<file path="src/rtl/uart_tx_arbiter.sv">
// Round-robin, per-message arbiter sharing one UART TX byte-write port among NUM_REQ clients; optional header byte via TX_ARB_HEADER_EN.
// Latency: grant registered one cycle after a request is seen in IDLE; bytes then pass combinationally lane -> tx_data_o.
// Backpressure: a byte moves only when owner valid and tx_rdy_i are both high; otherwise state, grant and count hold.
module uart_tx_arbiter #(
    parameter int NUM_REQ = 4,
    parameter int MAX_LEN = 64
) (
    input  logic                   clk_i,
    input  logic                   rst_i,
    input  logic [NUM_REQ-1:0]     req_valid_i,
    input  logic [8*NUM_REQ-1:0]   req_data_i,
    input  logic [NUM_REQ-1:0]     req_last_i,
    output logic [NUM_REQ-1:0]     req_ack_o,
    output logic [NUM_REQ-1:0]     grant_o,
    input  logic                   tx_rdy_i,
    output logic                   tx_en_o,
    output logic [7:0]             tx_data_o,
    output logic                   busy_o,
    output logic                   trunc_o
);

    localparam int PW = (NUM_REQ > 1) ? $clog2(NUM_REQ) : 1;

    typedef enum logic [1:0] {
        ST_IDLE   = 2'd0,
        ST_HEADER = 2'd1,
        ST_STREAM = 2'd2
    } state_t;

    state_t          state;
    logic [PW-1:0]   rr_ptr;
    logic [PW-1:0]   grant_idx;
    logic [7:0]      byte_cnt;

    logic            pick_vld;
    logic [PW-1:0]   pick_idx;
    logic [PW-1:0]   scan_idx;
    logic            own_vld;
    logic            own_last;
    logic [7:0]      own_dat;
    logic            in_stream;
    logic            byte_acc;
    logic            at_max;
    logic            hdr_wr;

    // Round-robin pick: first valid lane scanning upward from rr_ptr, wrapping.
    always_comb begin
        pick_vld = 1'b0;
        pick_idx = '0;
        scan_idx = '0;
        for (int i = 0; i < NUM_REQ; i++) begin
            scan_idx = PW'((int'(rr_ptr) + i) % NUM_REQ);
            if (!pick_vld && req_valid_i[scan_idx]) begin
                pick_vld = 1'b1;
                pick_idx = scan_idx;
            end
        end
    end

    // Select the owner's lane (valid, last, data).
    always_comb begin
        own_vld  = 1'b0;
        own_last = 1'b0;
        own_dat  = 8'h00;
        for (int i = 0; i < NUM_REQ; i++) begin
            if (grant_idx == PW'(i)) begin
                own_vld  = req_valid_i[i];
                own_last = req_last_i[i];
                own_dat  = req_data_i[8*i +: 8];
            end
        end
    end

    assign in_stream = (state == ST_STREAM);
    assign byte_acc  = in_stream & own_vld & tx_rdy_i;
    // Counter holds bytes already accepted, so MAX_LEN-1 means this byte is the last allowed.
    assign at_max    = (byte_cnt == 8'(MAX_LEN - 1));

`ifdef TX_ARB_HEADER_EN
    assign hdr_wr = (state == ST_HEADER) & tx_rdy_i;
`else
    assign hdr_wr = 1'b0;
`endif

    assign tx_en_o   = byte_acc | hdr_wr;
    assign req_ack_o = byte_acc ? grant_o : '0;
    assign trunc_o   = byte_acc & at_max & ~own_last;
    assign busy_o    = (state != ST_IDLE);

    // Transmit data: header tag while in HEADER, owner lane while streaming, zero when idle.
    always_comb begin
        tx_data_o = 8'h00;
`ifdef TX_ARB_HEADER_EN
        if (state == ST_HEADER) begin
            tx_data_o = 8'hA0 | 8'(grant_idx);
        end
`endif
        if (in_stream) begin
            tx_data_o = own_dat;
        end
    end

    // Grant FSM: arbitrate in IDLE, optional header, stream until last or length cap.
    always_ff @(posedge clk_i or posedge rst_i) begin
        if (rst_i) begin
            state     <= ST_IDLE;
            grant_o   <= '0;
            grant_idx <= '0;
            rr_ptr    <= '0;
            byte_cnt  <= 8'h00;
        end else begin
            case (state)
                ST_IDLE: begin
                    if (pick_vld) begin
                        grant_o   <= NUM_REQ'(1) << pick_idx;
                        grant_idx <= pick_idx;
                        byte_cnt  <= 8'h00;
`ifdef TX_ARB_HEADER_EN
                        state     <= ST_HEADER;
`else
                        state     <= ST_STREAM;
`endif
                    end
                end
`ifdef TX_ARB_HEADER_EN
                ST_HEADER: begin
                    if (tx_rdy_i) begin
                        state <= ST_STREAM;
                    end
                end
`endif
                ST_STREAM: begin
                    if (byte_acc) begin
                        if (own_last || at_max) begin
                            state    <= ST_IDLE;
                            grant_o  <= '0;
                            byte_cnt <= 8'h00;
                            rr_ptr   <= (grant_idx == PW'(NUM_REQ - 1)) ? '0 : grant_idx + PW'(1);
                        end else begin
                            byte_cnt <= byte_cnt + 8'd1;
                        end
                    end
                end
                default: begin
                    state <= ST_IDLE;
                end
            endcase
        end
    end

endmodule

</file>
<file path="config.mk">
export PLATFORM = sky130hd
export DESIGN_NAME = uart_tx_arbiter
export DESIGN_NICKNAME = d
export VERILOG_FILES = /design/src/rtl/uart_tx_arbiter.sv
export SDC_FILE = /design/constraint.sdc
export NUM_CORES = 1
export LEC_CHECK = 0
export CAP_MARGIN = 10
export CORE_ASPECT_RATIO = 0.5
export CORE_MARGIN = 2
export CORE_UTILIZATION = 30
export CTS_CLUSTER_DIAMETER = 50
export DETAILED_ROUTE_END_ITERATION = 10
export SETUP_SLACK_MARGIN = 0.02
export SYNTH_ARGS = -nofsm -noshare
export SYNTH_HDL_FRONTEND = slang
export SYNTH_SLANG_ARGS = --single-unit
</file>
<file path="constraint.sdc">
create_clock -name clk_i -period 2 [get_ports clk_i]
set_input_delay 0.4 -clock clk_i [delete_from_list [all_inputs] [get_ports clk_i]]
set_output_delay 0.4 -clock clk_i [all_outputs]
set_load 0.005 [all_outputs]
</file>
==> results.txt, run 1 <==
- Number of sinks driven by the clock tree: 17
- After detailed routing, the number of vias per cell comes to a little under 5.
* Count of standard-cell rows: 17
- The via count of the first global-routing pass was around 1,700.
* Die Span X: slightly above 100 um
* Number of DRC markers in iteration 0: 79
- Placement Cell Area: 2420 um^2
- In the post-synthesis netlist, the biggest area contributors are sky130_fd_sc_hd__dfrtp_1 (29%), sky130_fd_sc_hd__a211o_1 (5.4%), sky130_fd_sc_hd__nand2_1 (5.2%).
- Detailed routing inserted a total of 1,771 vias.
- Measured on the finished design, the core utilization comes to between 60% and 70%.
* Period utilisation layout: 120%
- The final reports fail on setup timing.
- The tree is rooted in a sky130_fd_sc_hd__clkbuf_8.
- Cell Area, Synth: approximately 1500 um^2
- Multiplexer share of the synthesized area: under 10%
- Area inside the core boundary: about 4500 um^2
- TritonCTS clock tree: done
* Worst-case clock skew: about 3.2 ps
- For this run, the post-layout net count is between 300 and 400.
- In this run the static leakage power is about 1.2 nW.
* DIE AREA: roughly 5400 um^2
- 0 antenna diodes ended up in the layout.
* Most used flip-flop cell after synthesis: sky130_fd_sc_hd__dfrtp_1
* Leading cell types in the layout, fill and taps excluded: sky130_fd_sc_hd__clkdlybuf4s50_1 (47), sky130_fd_sc_hd__buf_4 (46), sky130_fd_sc_hd__nand2_1 (20)
* Boundary pin count: 62
- Final TNS setup: -7980 ps
- Initial antenna violation count: 0
* Critical path type: reg2out
* Height of the die: roughly 53 um
* Final estimated routing congestion in global placement: ~0.84
- Final hold vios: 0
- WL final: ~5.0 mm
- Combinational family with the most area after synthesis: compound AO/OA/AOI/OAI gates
* Part of the Yosys area used for sequential elements: about 29%
- The synthesized netlist devotes between 4 and 5% of its cell area to adder and majority cells.
- In this run, post-CTS hold repair placed 0 buffers.
* Layout Cell Area excl Fill: between 2000 and 3000 um^2
- Summing the areas of all and, or, nand and nor instances in the mapped netlist gives 24.0% of the synthesized area.
- First-pass iteration count of the detailed router: 4
* Critical Path Start Type: flop
- H-tree lvl count: 1
- Total setup violations reported at the end of the flow: 29
- Kind of capture point of the worst setup path: output port
- Summing the areas of all compound-gate instances in the mapped netlist gives between 30% and 40% of the synthesized area.
* Pin count of the biggest net entering global routing: 18
- Cell type contributing the most total cell area after synthesis: sky130_fd_sc_hd__dfrtp_1
- For this run, the number of Yosys warnings is 0.
* Insertion delay to the later sink of the worst-skew pair: ~250 ps
- Counting flops and latches in the post-synthesis netlist gives 17.
* Worst-path fanout max: 5
- At the pin with the least slew margin, the transition time is between 400 and 500 ps.
- In the final routed layout, each cell accounts on average for 14.2 um.
- Post-Synthesis Net Count: about 220
* Result of the run: finished with violations
- Maximum buffer depth of the clock tree: 2
- In the final layout, the share of cells above drive strength 1 is between 40% and 50%.
- Across the run, the number of max-cap violations was 0.
- After clock tree synthesis, the clock-pin slew on the worst setup and hold paths is about 60 ps.
* Ratio of total power to cell area: 1290 nW/um^2
* First-pass GRT wire length: around 7.8 mm
- Unrepaired setup endpoints after global routing: yes
- The library cell used most frequently in the layout, excluding fill and tap cells, is sky130_fd_sc_hd__clkdlybuf4s50_1.
* Final Max Slew Viols: 0
* Fraction of synthesized cell area taken by the top area cell type: between 20 and 30%
* Maximum clock frequency: roughly 0.42 GHz
- Number of clock buffers inserted by TritonCTS: 3
* Setup WS post-layout: -392 ps
* Number of unique standard cell types used by synthesis: between 40 and 50
* Post-synth EDFFs: 0
* Global-route total usage across every layer: between 10% and 20%
* Final min period: 2390 ps
- The initial utilization of the core area, before any placement, comes to between 30% and 40%.
* Number of standard cells after synthesis: around 170
* Xor/xnor share of the synthesized area: 0%
- Data arrives at the worst endpoint at roughly 2000 ps.
- The worst-case IR drop observed on VDD is about 630 uV.
* Overflow left after global routing: 0
- Antenna viol nets, final: 0
- Class of the worst hold path: in2async
* Data required, critical path: about 1600 ps
- DR DRC count: 0
- Hold timing on the final database bottoms out at a slack of 460 ps.
* Count of input and output buffers: 61
* HPWL reported at the end of detailed placement: around 3.7 mm
- Worst-case headroom to the max-slew limit: a little over two thirds
- Averaged over all synthesized cells, the footprint is roughly 8.4 um^2.
* Share of flip-flops with an asynchronous set or reset: 100%
- Compared with the post-synthesis result, the final layout area differs by 94.7%.
-- Yosys cell counts, types with 3 or more instances --
master                     instances
sky130_fd_sc_hd__a211o_1           9
sky130_fd_sc_hd__a211oi_1          5
sky130_fd_sc_hd__a21oi_1          12
sky130_fd_sc_hd__a221oi_1          7
sky130_fd_sc_hd__and3_1            4
sky130_fd_sc_hd__buf_2             6
sky130_fd_sc_hd__clkbuf_1          3
sky130_fd_sc_hd__dfrtp_1          17
sky130_fd_sc_hd__ha_1              5
sky130_fd_sc_hd__inv_1            16
sky130_fd_sc_hd__nand2_1          20
sky130_fd_sc_hd__nand4_1           7
sky130_fd_sc_hd__nor2_1            5
sky130_fd_sc_hd__o211ai_1          5
sky130_fd_sc_hd__o21ai_0           5
sky130_fd_sc_hd__o32ai_1           6
sky130_fd_sc_hd__or2_2             5
-- flip-flops by register name, summed over array words and instances, names as in the netlist --
signal and flops:
state 1, grant_idx 2, byte_cnt 8, grant_o 4, rr_ptr 2
-- per-layer routing --
metal | track usage (%) | wire length (um) | vias up | part of all wire (%)
met3 | 3.30 | 303 | 2 | 6.0
met2 | 33.7 | 2400 | 50 | 48
li1 | - | - | 886 | -
met4 | 4.44 | 33 | 0 | 0.65
met5 | 0 | 0 | - | 0
met1 | 23.1 | 2310 | 833 | 46
-- repair_timing --
action	4_1_cts	5_1_grt
buffers inserted	18	9
pin swaps	32	18
gates resized for setup	91	23
setup endpoints to repair	27	29
-- through the flow --
stage                     instances  total power [mW]  setup slack [ps]
after floorplan                 173              1.68             -12.1
final                           356              3.64              -392
after CTS                       350              3.38              -358
after detailed placement        329              2.71              -484
after global placement          329              2.69              -445
after global routing            356              3.93              -463
-- power breakdown --
group          leakage (nW)  internal, mW  switching (mW)
Combinational         0.997          1.62            1.21
Clock                0.0228         0.141           0.110
Sequential            0.218         0.454           0.113
Total                  1.24          2.21            1.43
-- worst max-delay path: stages (launching register included) --
cell and delay [ps]:
sky130_fd_sc_hd__dfrtp_2 480, sky130_fd_sc_hd__ha_4 210, sky130_fd_sc_hd__buf_6 120, sky130_fd_sc_hd__buf_12 110
sky130_fd_sc_hd__a221o_1 410, sky130_fd_sc_hd__buf_4 180, sky130_fd_sc_hd__and3_4 140, sky130_fd_sc_hd__buf_6 110
-- kinds of logic after synthesis --
family | Yosys count
AO/OA/AOI/OAI | 58
adder cells (fa/ha/maj) | 5
buffers and inverters | 28
flip-flops | 17
multiplexers | 3
AND/OR/NAND/NOR | 62
-- path summary, 6_finish.rpt --
check	from	endpoint	slack [ps]	cells past startpoint
min reg2reg	rr_ptr[0]$_DFFE_PP0P_	rr_ptr[0]$_DFFE_PP0P_	580	1
max in group asynchronous	rst_i	grant_idx[0]$_DFFE_PP0P_	1330	3
max reg2reg	grant_idx[1]$_DFFE_PP0P_	rr_ptr[1]$_DFFE_PP0P_	-320	9
max	grant_idx[0]$_DFFE_PP0P_	req_ack_o[1]	-390	7
min in group clk_i	rr_ptr[0]$_DFFE_PP0P_	rr_ptr[0]$_DFFE_PP0P_	580	1
min	rst_i	grant_o[0]$_DFFE_PP0P_	460	3
-- cell type report --
cell class,instances,area (um^2)
multi-input combinational,128,1100
clock buffer,4,45.0
tap,66,82.6
sequential,17,427
inverter,17,66.3
fill,377,1700
timing repair buffer,124,1100
Power figures use the tool's default switching activity.
==> inputs of run 2 (changes only) <==
--- a/config.mk
+++ b/config.mk
@@ -5,12 +5,13 @@
 export SDC_FILE = /design/constraint.sdc
 export NUM_CORES = 1
 export LEC_CHECK = 0
-export CAP_MARGIN = 10
 export CORE_ASPECT_RATIO = 0.5
 export CORE_MARGIN = 2
 export CORE_UTILIZATION = 30
 export CTS_CLUSTER_DIAMETER = 50
+export CTS_CLUSTER_SIZE = 12
 export DETAILED_ROUTE_END_ITERATION = 10
+export DONT_BUFFER_PORTS = 1
 export SETUP_SLACK_MARGIN = 0.02
 export SYNTH_ARGS = -nofsm -noshare
 export SYNTH_HDL_FRONTEND = slang
==> run 2 against run 1 <==
  * The flow still finishes with violations (setup timing)
  * Design area down 34%
  * Power is 26% lower
  * Maximum frequency up 8.5%
  * Largest power group unchanged
==> results.txt, run 2 (synthesis gave the netlist of run 1 again) <==
* Result of the run: finished with violations (unchanged)
- Violated checks: setup timing (unchanged)
- The largest clock skew in the final design is 9.22 ps (was 3.24 ps).
* Largest reg by FF count: byte_cnt (unchanged)
- Final Max Slew Viols: 0 (unchanged)
- The clock edge transition at the registers on the reported setup and hold paths was 80 ps (was 60 ps).
* Placement Cell Area: 1650 um^2 (was 2420 um^2)
* Worst VDD drop: 417 uV (was 628 uV)
- The total DRC errors in the routed layout was 0 (unchanged).
- The post-route cell area came to 1860 um^2 (was 2830 um^2).
* Worst EP arrival: 1800 ps (was 1990 ps)
- Post-DR wirelength/cell: 16.6 um (was 14.2 um)
* Kind of capture point of the worst setup path: output port (unchanged)
* Period utilisation layout: 110% (was 120%)
- Leading cell types in the layout, fill and taps excluded: sky130_fd_sc_hd__nand2_1 (20), sky130_fd_sc_hd__buf_4 (19), sky130_fd_sc_hd__dfrtp_1 (15) (was sky130_fd_sc_hd__clkdlybuf4s50_1 (47), sky130_fd_sc_hd__buf_4 (46), sky130_fd_sc_hd__nand2_1 (20)).
- The clock latency of the later-clocked register in the worst-skew pair is 260 ps (was 250 ps).
- The TritonCTS clock tree was done (unchanged).
- Final TNS setup: -2250 ps (was -7980 ps)
* Number of violations of the max-capacitance limit: 0 (unchanged)
* Final estimated routing congestion in global placement: 0.883 (was 0.837)
- The I/O pin total is 62 (unchanged).
- Largest registers: byte_cnt: 8 flops, grant_o: 4 flops (unchanged)
* Max reg flops: 8 (unchanged)
- The area inside the core boundary was 4530 um^2 (unchanged).
- Leading cell type in the layout, fill and taps excluded: sky130_fd_sc_hd__nand2_1 (was sky130_fd_sc_hd__clkdlybuf4s50_1)
- The pin count of the biggest net entering global routing came to 20 (was 18).
- The maximum operating frequency is 0.454 GHz (was 0.418 GHz).
- Number of DRC markers in iteration 0: 92 (was 79)
* First-pass iteration count of the detailed router: 4 (unchanged)
* Initial core utilization: 32.1% (unchanged)
- HPWL reported at the end of detailed placement: 3.12 mm (was 3.67 mm)
- The number of vias per cell after detailed routing is 5.68 (was 4.97).
- Setup WS post-layout: -205 ps (was -392 ps)
* Class of the worst hold path: in2async (unchanged)
* Final hold vios: 0 (unchanged)
- Syn-to-layout area delta: 28.2% (was 94.7%)
- Antenna viol nets, final: 0 (unchanged)
* Number of clock buffers inserted by TritonCTS: 3 (unchanged)
- Final min period: 2200 ps (was 2390 ps)
- Height of the die: 53.2 um (unchanged)
- The root cell of the clock tree is sky130_fd_sc_hd__clkbuf_8 (unchanged).
- H-tree lvl count: 1 (unchanged)
- The power per cell area was 1440 nW/um^2 (was 1290 nW/um^2).
- Critical path type: reg2out (unchanged)
- Unrepaired setup endpoints after global routing: yes (unchanged)
* Data required, critical path: 1600 ps (about the same)
- The worst relative slew slack was 53.2% (was 69.8%).
- The final routed wirelength across all metal layers came to 4.24 mm (was 5.05 mm).
* Overflow left after global routing: 0 (unchanged)
* DIE AREA: 5450 um^2 (unchanged)
- The total clock sinks was 17 (unchanged).
* Ant diodes: 0 (unchanged)
- The wire length of the first global-routing pass was 6.58 mm (was 7.77 mm).
- The number of setup violations in the final report came to 16 (was 29).
- The maximum clock path buffer count came to 2 (unchanged).
* Count of standard-cell rows: 17 (unchanged)
* Via count of the first global-routing pass: 1,381 (was 1,682)
* Least-Margin Pin Slew: 702 ps (was 450 ps)
- # nets final: 238 (was 339)
- Reg-to-reg slack, setup: -40 ps (was -320 ps)
* Global-route total usage across every layer: 16.1% (was 18.5%)
- The port buffer count is 0 (was 61).
- Static leakage: 0.743 nW (was 1.24 nW)
- The die width came to 102 um (unchanged).
- Critical Path Start Type: flop (unchanged)
* Via count: 1,449 (was 1,771)
- Number of buffers added to fix hold violations after cts: 0 (unchanged)
- Worst-path fanout max: 8 (was 5)
- The fraction of final layout cells with drive strength greater than 1 is 37.0% (was 43.8%).
* Initial antenna violation count: 0 (unchanged)
* Post-layout total power: 2.68 mW (was 3.64 mW)
[run 2: cell count changes in the layout (fill, tap and decap cells not counted), moves of 4 or more]
cell / previous run / this run
sky130_fd_sc_hd__a21oi_1: 8 / 4
sky130_fd_sc_hd__a21oi_2: 4 / 8
sky130_fd_sc_hd__o32ai_1: 2 / 6
sky130_fd_sc_hd__clkdlybuf4s50_1: 47 / 0
sky130_fd_sc_hd__buf_6: 17 / 4
sky130_fd_sc_hd__buf_2: 12 / 0
sky130_fd_sc_hd__buf_4: 46 / 19
sky130_fd_sc_hd__o32ai_2: 4 / 0
[run 2: path summary, 6_finish.rpt]
| check | depth (start not counted) | end | start |
|---|---|---|---|
| max | 6 | req_ack_o[0] | grant_idx[0]$_DFFE_PP0P_ |
| min | 1 | grant_o[1]$_DFFE_PP0P_ | rst_i |
| max reg2reg | 7 | rr_ptr[1]$_DFFE_PP0P_ | grant_idx[1]$_DFFE_PP0P_ |
| min reg2reg | 1 | byte_cnt[4]$_DFFE_PP0P_ | byte_cnt[4]$_DFFE_PP0P_ |
| max in group asynchronous | 1 | grant_idx[0]$_DFFE_PP0P_ | rst_i |
| min in group clk_i | 3 | state[1]$_DFFE_PP0P_ | req_valid_i[3] |
[run 2: per-stage QoR]
| step | hold WS (ps) | setup WS (ps) | util [%] | std cells |
|---|---|---|---|---|
| 3_5_place_dp | 435 | -58.1 | 36.4 | 248 |
| 5_1_grt | 182 | -293 | 41.1 | 255 |
| 3_3_place_gp | 430 | -19.2 | 36.4 | 248 |
| 2_1_floorplan | 326 | -12.1 | - | 173 |
| 6_report | 126 | -205 | 41.1 | 255 |
| 4_1_cts | 156 | -263 | 40.1 | 254 |
[run 2: what timing repair did]
action	in CTS	in global routing
buffers inserted	1	1
gates cloned	1	0
setup endpoints to repair	24	26
resized for setup	30	8
pin swaps	6	15
[run 2: layout make-up]
cell class	count	area, um^2
sequential	17	428
clock buffer	3	41.3
clock inverter	1	7.51
inverter	17	68.8
fill	455	2670
tap	66	82.6
timing repair buffer	23	188
multi-input combinational	128	1050
[run 2: critical path: stages (launching register included)]
cell	delay (ps)
sky130_fd_sc_hd__dfrtp_2	460
sky130_fd_sc_hd__inv_4	70
sky130_fd_sc_hd__ha_4	160
sky130_fd_sc_hd__nor2b_4	120
sky130_fd_sc_hd__buf_6	130
sky130_fd_sc_hd__a221o_2	430
sky130_fd_sc_hd__and3_4	190
[run 2: metal layers]
layer  track usage (%)  share of wire (%)  vias up
li1                  -                  -      686
met1              18.6                 44      705
met2              30.0                 50       56
met3              3.83                5.8        2
met4              5.11               0.80        0
met5                 0                  0        -
[run 2: where the power goes]
| part | switching (mW) | total [mW] | leakage (nW) | internal, mW |
|---|---|---|---|---|
| registers | 0.147 | 0.602 | 0.217 | 0.455 |
| clock network | 0.136 | 0.276 | 0.0217 | 0.141 |
| logic | 0.915 | 1.80 | 0.505 | 0.885 |
